==> src/rtl/mole_round_ctrl.sv <==
`default_nettype none
// ============================================================================
// Module   : mole_round_ctrl
// Function : Whack-a-mole round sequencer: lights a pseudo-random mole, judges
//            presses against it or the interval timeout, tracks score/misses.
// Revision : 1.0 - initial release
// ============================================================================
module mole_round_ctrl #(
  parameter int         NUM_MOLES      = 4,
  parameter int         SCORE_W        = 8,
  parameter int         MAX_MISSES     = 3,
  parameter logic [7:0] LFSR_SEED      = 8'hA5,
  parameter logic [2:0] START_INTERVAL = 3'd7,
  parameter logic [2:0] MIN_INTERVAL   = 3'd2
) (
  input  logic                 clk,
  input  logic                 rst_n,
  input  logic                 start,
  input  logic [NUM_MOLES-1:0] btn,
  input  logic                 timeout,
  output logic                 tmr_rst_n,
  output logic [2:0]           tmr_interval,
  output logic                 tmr_dir,
  output logic [NUM_MOLES-1:0] mole,
  output logic [SCORE_W-1:0]   score,
  output logic [2:0]           misses,
  output logic                 hit,
  output logic                 miss,
  output logic                 game_over
);

  localparam int                 c_IDX_W      = $clog2(NUM_MOLES);
  localparam logic [SCORE_W-1:0] c_SCORE_MAX  = '1;
  localparam logic [2:0]         c_MAX_MISSES = 3'(MAX_MISSES);

  typedef enum logic [2:0] {
    S_IDLE   = 3'd0,
    S_ARM    = 3'd1,
    S_WAIT   = 3'd2,
    S_RESULT = 3'd3,
    S_OVER   = 3'd4
  } state_t;

  state_t               r_state;
  state_t               w_state_nxt;
  logic [7:0]           r_lfsr;
  logic [7:0]           w_lfsr_nxt;
  logic [c_IDX_W-1:0]   r_prev_idx;
  logic [c_IDX_W-1:0]   w_prev_idx;
  logic [c_IDX_W-1:0]   w_cand;
  logic [c_IDX_W-1:0]   w_idx;
  logic                 r_tmr_rst_n,  w_tmr_rst_n;
  logic [2:0]           r_interval,   w_interval;
  logic [NUM_MOLES-1:0] r_mole,       w_mole;
  logic [SCORE_W-1:0]   r_score,      w_score;
  logic [SCORE_W-1:0]   w_score_inc;
  logic [2:0]           r_misses,     w_misses;
  logic [2:0]           w_misses_inc;
  logic                 r_hit,        w_hit;
  logic                 r_miss,       w_miss;
  logic                 r_game_over,  w_game_over;
  logic                 w_wrong;

  // x^8+x^6+x^5+x^4+1, shifting toward the MSB
  assign w_lfsr_nxt = {r_lfsr[6:0], r_lfsr[7] ^ r_lfsr[5] ^ r_lfsr[4] ^ r_lfsr[3]};

  // Bump a repeat of the previous mole to its neighbour (wraps naturally)
  assign w_cand = r_lfsr[c_IDX_W-1:0];
  assign w_idx  = (w_cand == r_prev_idx) ? w_cand + c_IDX_W'(1) : w_cand;

  assign w_wrong      = |(btn & ~r_mole);
  assign w_score_inc  = (r_score == c_SCORE_MAX) ? r_score : r_score + SCORE_W'(1);
  assign w_misses_inc = r_misses + 3'd1;

  always_comb begin
    w_state_nxt = r_state;
    w_prev_idx  = r_prev_idx;
    w_tmr_rst_n = 1'b1;
    w_interval  = r_interval;
    w_mole      = r_mole;
    w_score     = r_score;
    w_misses    = r_misses;
    w_hit       = 1'b0;
    w_miss      = 1'b0;
    w_game_over = r_game_over;

    case (r_state)
      S_IDLE, S_OVER: begin
        if (start) begin
          w_state_nxt = S_ARM;
          w_tmr_rst_n = 1'b0;
          w_score     = '0;
          w_misses    = '0;
          w_interval  = START_INTERVAL;
          w_game_over = 1'b0;
        end
      end
      S_ARM: begin
        w_state_nxt = S_WAIT;
        w_prev_idx  = w_idx;
        w_mole      = NUM_MOLES'(1) << w_idx;
      end
      S_WAIT: begin
        // A stray extra bit beats a correct one; any press beats timeout
        if (w_wrong) begin
          w_miss      = 1'b1;
          w_state_nxt = S_RESULT;
          w_mole      = '0;
        end else if (btn == r_mole) begin
          w_hit       = 1'b1;
          w_state_nxt = S_RESULT;
          w_mole      = '0;
        end else if (timeout) begin
          w_miss      = 1'b1;
          w_state_nxt = S_RESULT;
          w_mole      = '0;
        end
      end
      S_RESULT: begin
        if (r_hit) begin
          w_score = w_score_inc;
          if (w_score_inc != '0 && w_score_inc[1:0] == 2'b00 && r_interval > MIN_INTERVAL)
            w_interval = r_interval - 3'd1;
        end
        if (r_miss)
          w_misses = w_misses_inc;
        if (r_miss && w_misses_inc == c_MAX_MISSES) begin
          w_state_nxt = S_OVER;
          w_game_over = 1'b1;
        end else begin
          w_state_nxt = S_ARM;
          w_tmr_rst_n = 1'b0;
        end
      end
      default: w_state_nxt = S_IDLE;
    endcase
  end

  always_ff @(posedge clk or negedge rst_n) begin
    if (!rst_n) begin
      r_state     <= S_IDLE;
      r_lfsr      <= LFSR_SEED;
      r_prev_idx  <= '0;
      r_tmr_rst_n <= 1'b1;
      r_interval  <= START_INTERVAL;
      r_mole      <= '0;
      r_score     <= '0;
      r_misses    <= '0;
      r_hit       <= 1'b0;
      r_miss      <= 1'b0;
      r_game_over <= 1'b0;
    end else begin
      r_state     <= w_state_nxt;
      r_lfsr      <= w_lfsr_nxt;
      r_prev_idx  <= w_prev_idx;
      r_tmr_rst_n <= w_tmr_rst_n;
      r_interval  <= w_interval;
      r_mole      <= w_mole;
      r_score     <= w_score;
      r_misses    <= w_misses;
      r_hit       <= w_hit;
      r_miss      <= w_miss;
      r_game_over <= w_game_over;
    end
  end

  assign tmr_rst_n    = r_tmr_rst_n;
  assign tmr_interval = r_interval;
  assign tmr_dir      = 1'b0;
  assign mole         = r_mole;
  assign score        = r_score;
  assign misses       = r_misses;
  assign hit          = r_hit;
  assign miss         = r_miss;
  assign game_over    = r_game_over;

endmodule
`default_nettype wire

==> config.mk <==
export PLATFORM = sky130hd
export DESIGN_NAME = mole_round_ctrl
export DESIGN_NICKNAME = d
export VERILOG_FILES = /design/src/rtl/mole_round_ctrl.sv
export SDC_FILE = /design/constraint.sdc
export NUM_CORES = 1
export LEC_CHECK = 0
export CAP_MARGIN = 20
export CELL_PAD_IN_SITES_DETAIL_PLACEMENT = 1
export CELL_PAD_IN_SITES_GLOBAL_PLACEMENT = 1
export CORE_UTILIZATION = 28
export DETAILED_ROUTE_END_ITERATION = 6
export PLACE_DENSITY = 0.59
export SYNTH_ARGS = -nofsm -noshare
export SYNTH_HDL_FRONTEND = slang
export SYNTH_SLANG_ARGS = --single-unit
export TNS_END_PERCENT = 5
==> constraint.sdc <==
create_clock -name clk -period 4.7 [get_ports clk]
set_input_delay 0.94 -clock clk [delete_from_list [all_inputs] [get_ports clk]]
set_output_delay 0.94 -clock clk [all_outputs]
set_load 0.01 [all_outputs]
Word level (Yosys, flattened, before mapping)
Cells that the tools add are included.

operators by class
  equality and inequality tests = 14
  magnitude comparators = 1
  shifts and indexed selects = 1
  add/subtract/negate cells = 4
  bitwise logic cells = 5
  reduce and logical (&&, ||, !) cells = 16
  multiplexer cells = 35

operators with widths
  cell                                                                    count
  3-bit two-way mux                                                       10
  8-bit two-way mux                                                       3
  8-bit one-hot mux with 2 select lines                                   1
  4-bit two-way mux                                                       3
  3-bit one-hot mux with 2 select lines                                   2
  3-bit one-hot mux with 4 select lines                                   1
  1-bit two-way mux                                                       11
  2-bit != test (second input constant)                                   5
  3-bit by 2-bit equality test with 1-bit output (second input constant)  3
  3-bit AND reduction                                                     3
  8-bit by 1-bit adder with 8-bit output (second input constant)          1
  8-bit equality test (second input constant)                             1
  4-bit one-hot mux with 2 select lines                                   1
  8-bit nonzero test                                                      1
  4-bit AND                                                               1
  4-bit equality test                                                     1
  4-bit != test (second input constant)                                   1
  4-bit NOT                                                               1
  1-bit one-hot mux with 2 select lines                                   2
  2-bit AND reduction                                                     2
  4-bit AND reduction                                                     1
  2-bit nonzero test                                                      2
  4-bit OR reduction                                                      1
  1-bit by 2-bit left shift with 4-bit output (first input constant)      1
  other kinds (13)                                                        17

word-level totals
  input port bits = 8
  word-level logic and storage cells = 87
  register bits = 35

Logic depth before layout (Yosys ltp)
Gate-level depths: netlist of run 1.

  depth in word-level cells = 8
  gate-level depth with buffers = 7
  gate-level depth less buffers = 7

Worst setup path before layout of run 1
OpenSTA, ideal clock, no wires.

  path type = input -> register
  start point = input btn[1]
  end point = register r_mole[0], in the netlist mole[0]
  required time = 4575 ps
  setup time = 125 ps
  stages = 5
  data arrival time = 2137 ps
  path slack = 2439 ps
  cells stage by stage = ha_1 nor4_1 nand2_1 o31a_1 mux2_2

between the ends
  longest elaborated chain between the ends = 4
  elaborated cells between the ends (all ways) = 8
  classes of those cells = 2 x eq/ne; 3 x mux; 1 x bitwise; 2 x reduce/logical

ends and longest elaborated chain
  what                                                                                 RTL line  text
  from (decl)                                                                          19        input logic [NUM_MOLES-1:0] btn,
  4-bit equality test / 4-bit AND (equally long branches)                              109, 71
  4-bit two-way mux / 4-bit OR reduction (equally long branches)                       109, 71
  4-bit two-way mux / 4-bit != test (equally long branches)                            --
  4-bit one-hot mux with 2 select lines / 2-bit AND reduction (equally long branches)  --
  to (signal assigned)                                                                 158       r_mole <= w_mole;
  to (decl)                                                                            54        logic [NUM_MOLES-1:0] r_mole, w_mole;

Parallel ways exist; a longest one is shown, timed or not.
A chain may end at the register's enable or synchronous reset.

Worst setup path after layout of run 1
  start point = input btn[0]
  end point = register r_mole[0], in the netlist mole[0]

The elaborated chain is that of the path after synthesis.

==> qor.csv, run 1 <==
metric;value;unit
outcome;complete, no violations;
Worst-Skew Late Latency;0.28;ns
Critical Path AT;2.70;ns
area of the multi-input gates;895.9;sq um
H-tree Lvls;2;
routed len/inst;14.79;um
# resized after CTS;0;
Worst Setup Start Kind;input pin;
Place WS;1.870;ns
CP max stage delay;0.41;ns
pin count of the biggest net entering global routing;36;
Leak Pwr;0.9699;nW
vias per cell;5.045;
Synth top area share;0.3607;
Cells after Synth;181;
Num CTS Buffers;5;
Seq. cell area;885.9;sq um
antenna violations before repair;0;
Net Count, Synth;198;
die area;0.007021;sq mm
Clock Sinks;35;
Ys Warns;0;
clk slew on worst S/H paths;0.07;ns
Final Critical Period;2.541;ns
Port Buf Inserts;29;
endpoints failing hold;0;
PD cells;434.5;mW/mm^2
Die Height;83.79;um
core box area;0.006386;sq mm
class of the most critical setup path;in2reg;
First-pass DRT Iterations;4;
CTS root buffer;clkbuf_8;
number of max-cap violations;0;
Total Routing Usage GR;0.1315;
first-pass GRT wire length;7452;um
RSZ-0062 raised after global routing;false;
GRT overflow;0;
worst hold start;r_lfsr[6]$_DFF_PN0_;
post-route ant nets;0;
Routability Congestion;0.6988;
register area share after synthesis;0.4729;
final period utilization;0.5407;
TritonCTS clock tree;yes;
layout cell share with drive strength beyond 1;0.1571;
fillcell total;728;
EDFF count, synth;0;
vias in the first global route;1438;
Worst Slack Setup Final;2.159;ns
Synth area leaders;dfrtp_1 36%, dfstp_2 11%, ha_1 6.0%;
Worst Clk Skew;0.005179;ns
Post-CTS Setup Bufs;0;
post-DP HPWL;3099;um
RR Startpoint;score[0]$_DFFE_PN0P_;
row count;29;
Yosys cell types;49;
setup TNS;0;ns
Post-CTS Hold Buffers;0;
Post-Route Hold Slack;0.3617;ns
Area Overhead vs Synth;22.85;%
Die Wd;83.79;um
final instance area;0.002301;sq mm
FMAX;393.5;MHz
number of synthesized register bits;35;
Initial DRC Count;57;
Mapped Area;0.001873;sq mm
initial core utilization;0.2933;
Synth Flop Type;dfrtp_1;
ys async rst share;1.000;
Worst Setup SP;btn[0];
Max Buffers Root-to-Sink;2;
Slew Limit Fails;0;
Ports;31;
CP max stage cell;clkdlybuf4s50_1;
Synth top cells by count;27 x dfrtp_1, 14 x nor2_1, 13 x nand2_1;
worst hold path class;reg2reg;
Mean Syn Cell Area;10.35;sq um
Post-Route WL;4244;um
Final setup viols;0;
Worst Path Required;4.86;ns
crit path max fanout;7;
diodes inserted;0;
DR vias;1448;
most numerous cell in the Yosys netlist;dfrtp_1;
crit-path cells;clkdlybuf4s50_1 -> ha_1 -> nor4_1 -> nand2_1 -> o31a_1 -> mux2_2;
endpoint class of the critical path;flop;
cell type contributing the most total cell area after synthesis;dfrtp_1;
Final nets;226;
maximum vdd drop;0.1976;mV
placed cell area;0.002217;sq mm
Post-route DRC;0;
-- layer usage --
layer / share of wire / track usage / up-vias
li1: - / - / 709
met1: 0.51 / 0.1885 / 714
met2: 0.46 / 0.2047 / 23
met3: 0.030 / 0.02671 / 2
met4: 0.0028 / 0.02773 / 0
met5: 0 / 0 / -
-- area by class of cell --
class,count,area share
Multi-Input combinational cell,127,0.3893
Sequential cell,35,0.3850
Timing Repair Buffer,31,0.1327
Inverter,9,0.01468
Clock buffer,5,0.02991
Tap cell,77,0.04187
Clock inverter,3,0.006525
-- cell families after synthesis --
family | Yosys count | share of synthesized area
other | 1 | 0.002002
xor gates and xnor gates | 6 | 0.02806
AOI/OAI and AO/OA | 36 | 0.1436
adders and majority gates | 9 | 0.06012
muxes | 6 | 0.03473
DFF | 35 | 0.4729
and+or+nand+nor | 69 | 0.2098
buffers and inverters | 19 | 0.04875
-- sequential cells by signal (all words and copies together), names as in the netlist --
| register | flops |
|---|---|
| miss | 1 |
| game_over | 1 |
| r_lfsr | 8 |
| score | 8 |
| r_prev_idx | 2 |
| tmr_rst_n | 1 |
| mole | 4 |
| hit | 1 |
| r_state | 3 |
| tmr_interval | 3 |
| misses | 3 |
-- final timing paths --
check / endpoint / slack, ns / cells past startpoint
max: mole[0]$_DFFE_PN0P_ / 2.16 / 6
min: r_lfsr[7]$_DFF_PN1_ / 0.36 / 0
max reg2reg: tmr_interval[2]$_DFFE_PN1P_ / 2.59 / 6
min reg2reg: r_lfsr[7]$_DFF_PN1_ / 0.36 / 0
max in group asynchronous: r_lfsr[2]$_DFF_PN1_ / 3.26 / 2
min in group asynchronous: score[4]$_DFFE_PN0P_ / 1.08 / 2
-- cell usage in the layout, fill, tap and decap left out, types with 3 or more instances in the layout --
| cell type | count |
|---|---|
| nand4_1 | 3 |
| mux2_2 | 4 |
| clkbuf_8 | 5 |
| clkinv_2 | 3 |
| clkdlybuf4s50_1 | 29 |
| o21ai_0 | 9 |
| inv_1 | 9 |
| a31oi_1 | 3 |
| nand3_1 | 9 |
| nor2_1 | 14 |
| a311oi_1 | 4 |
| xnor2_1 | 5 |
| ha_1 | 9 |
| dfstp_2 | 8 |
| nor3_1 | 7 |
| and4_1 | 4 |
| dfrtp_1 | 27 |
| a21oi_1 | 8 |
| nand2_1 | 13 |
-- per-stage QoR --
stage | std cells | power [mW] | utilization
3_5_place_dp | 279 | 0.8063 | 0.3472
5_1_grt | 287 | 1.088 | 0.3603
6_report | 287 | 0.9997 | 0.3603
4_1_cts | 287 | 1.024 | 0.3603
3_3_place_gp | 279 | 0.7974 | 0.3472
2_1_floorplan | 181 | 0.6489 | -
-- critical path: cells and delay by family --
family / cells / cell delay, ns
AOI/OAI and AO/OA: 1 / 0.35
adders and majority gates: 1 / 0.21
buffers and inverters: 1 / 0.41
muxes: 1 / 0.29
and+or+nand+nor: 2 / 0.51
-- where the power goes --
part	switching (mW)	internal, mW	leakage (nW)
combinational	0.183	0.179	0.475
clock	0.107	0.101	0.0477
sequential	0.0635	0.367	0.447
total	0.353	0.647	0.970
No activity file was read; power rests on OpenSTA's default activity.
==> inputs of run 2 (changes only) <==
clock period = 2.5 ns   (was 4.7 ns; I/O delays follow)
==> run 2 against run 1 <==
Against the previous run:
- clock skew grew 0.0012 ns
- power up 110%
- via count up 2.1%
- combinational power grew 89%
- non-clock buffer count up 1
- critical endpoint is now tmr_interval[0]$_DFFE_PN1P_
- highest routed layer unchanged
==> qor.csv, run 2 (same netlist as run 1, synthesis figures left out) <==
metric;value;unit;change
outcome;complete, no violations;;unchanged
most frequent cells in the layout;29 x clkdlybuf4s50_1, 27 x dfrtp_1, 14 x nor2_1;;unchanged
pin count of the biggest net entering global routing;36;;unchanged
Critical Path AT;2.31;ns;was 2.70 ns
Post-Route WL;4284;um;was 4244 um
DR vias;1478;;was 1448
RR Endpoint;tmr_interval[0]$_DFFE_PN1P_;;was tmr_interval[2]$_DFFE_PN1P_
# resized after CTS;0;;unchanged
Num CTS Buffers;5;;unchanged
Worst-Skew Late Latency;0.29;ns;was 0.28 ns
FMAX;473.0;MHz;
Die Wd;83.79;um;unchanged
diodes inserted;0;;unchanged
Die Height;83.79;um;unchanged
CTS root buffer;clkbuf_8;;unchanged
TritonCTS clock tree;yes;;unchanged
Leak Pwr;0.9930;nW;was 0.9699 nW
Post-CTS Setup Bufs;0;;unchanged
final period utilization;0.8457;;
RR Startpoint;score[0]$_DFFE_PN0P_;;unchanged
first-pass GRT wire length;7576;um;was 7452 um
final instance area;0.002357;sq mm;was 0.002301 sq mm
die area;0.007021;sq mm;unchanged
Total Routing Usage GR;0.1346;;was 0.1315
Worst Setup SP;score[0]$_DFFE_PN0P_;;was btn[0]
worst hold start;r_lfsr[6]$_DFF_PN0_;;unchanged
Final nets;227;;was 226
maximum vdd drop;0.3650;mV;was 0.1976 mV
Post-CTS Hold Buffers;0;;unchanged
endpoint class of the critical path;flop;;unchanged
most common cell after layout, fill and taps aside;clkdlybuf4s50_1;;unchanged
Routability Congestion;0.7002;;was 0.6988
Final setup viols;0;;unchanged
hold path endpoint;r_lfsr[7]$_DFF_PN1_;;unchanged
row count;29;;unchanged
placed cell area;0.002225;sq mm;was 0.002217 sq mm
flop2flop setup slack;0.39;ns;was 2.59 ns
endpoints failing hold;0;;unchanged
Ports;31;;unchanged
First-pass DRT Iterations;4;;unchanged
total power;2.106;mW;was 999.7 uW
Max Buffers Root-to-Sink;2;;unchanged
Reg2Reg Depth;6;;unchanged
hold path cells;0;;unchanged
Final Critical Period;2.114;ns;
Clock Sinks;35;;unchanged
clk slew on worst S/H paths;0.08;ns;was 0.07 ns
Worst Path Required;2.70;ns;was 4.86 ns
Post-route DRC;0;;unchanged
core box area;0.006386;sq mm;unchanged
vias in the first global route;1532;;was 1438
Slew Limit Fails;0;;unchanged
Port Buf Inserts;29;;unchanged
routed len/inst;14.88;um;was 14.79 um
H-tree Lvls;2;;unchanged
Worst Clk Skew;0.006423;ns;was 0.005179 ns
GRT overflow;0;;unchanged
fillcell total;736;;was 728
post-route ant nets;0;;unchanged
RSZ-0062 raised after global routing;false;;unchanged
antenna violations before repair;0;;unchanged
initial core utilization;0.2933;;unchanged
post-DP HPWL;3034;um;was 3099 um
worst hold path class;reg2reg;;unchanged
number of max-cap violations;0;;unchanged
vias per cell;5.132;;was 5.045
setup TNS;0;ns;unchanged
PD cells;893.4;mW/mm^2;was 434.5 mW/mm^2
Worst Setup Start Kind;flop;;was input pin
layout cell share with drive strength beyond 1;0.1564;;was 0.1571
class of the most critical setup path;reg2reg;;was in2reg
crit path max fanout;8;;was 7
Initial DRC Count;41;;was 57
Area Overhead vs Synth;25.85;%;was 22.85%
[run 2: area by class of cell]
type / instances / area (sq um) / area share
multi-input combinational: 127 / 895.9 / 0.3800
tap: 77 / 96.34 / 0.04087
clock inverter: 2 / 60.06 / 0.02548
inverter: 9 / 33.78 / 0.01433
sequential: 35 / 885.9 / 0.3758
timing repair buffer: 32 / 312.8 / 0.1327
clock buffer: 6 / 72.57 / 0.03079
[run 2: worst max-delay path, stage by stage, from the launching register on]
cell      delay [ns]
dfrtp_1         0.45
ha_1            0.35
nand4_1         0.20
or4_4           0.47
a21oi_4         0.19
a211oi_1        0.11
a311oi_2        0.25
[run 2: metrics by stage]
stage	setup slack, ns	std cells	util	hold slack, ns
3_3_place_gp	0.1436	280	0.3484	0.3354
2_1_floorplan	0.5498	181	-	0.2044
3_5_place_dp	0.1377	280	0.3484	0.3452
6_report	0.3857	288	0.3691	0.3544
4_1_cts	0.3861	288	0.3691	0.3572
5_1_grt	0.2369	288	0.3691	0.3688
[run 2: worst max-delay path by stage]
| stage | endpoint | slack, ns | cells after the start |
|---|---|---|---|
| after floorplan | tmr_interval[2]$_DFFE_PN1P_ | 0.55 | 6 |
| after global placement | mole[0]$_DFFE_PN0P_ | 0.14 | 6 |
| after detailed placement | mole[0]$_DFFE_PN0P_ | 0.14 | 6 |
| after CTS | tmr_interval[2]$_DFFE_PN1P_ | 0.39 | 6 |
| after global routing | tmr_interval[2]$_DFFE_PN1P_ | 0.24 | 6 |
| final | tmr_interval[0]$_DFFE_PN1P_ | 0.39 | 6 |
[run 2: power breakdown]
group | internal, mW | leakage, nW | total (mW) | switching (mW)
Sequential | 0.689 | 0.447 | 0.809 | 0.120
Clock | 0.399 | 0.0654 | 0.614 | 0.215
Combinational | 0.341 | 0.480 | 0.683 | 0.342
[run 2: per-layer routing]
layer	track usage	vias up	wire, um
met5	0	-	0
met2	0.2018	26	1895
met4	0.03698	0	44
li1	-	711	-
met3	0.02967	7	119
met1	0.1946	734	2225
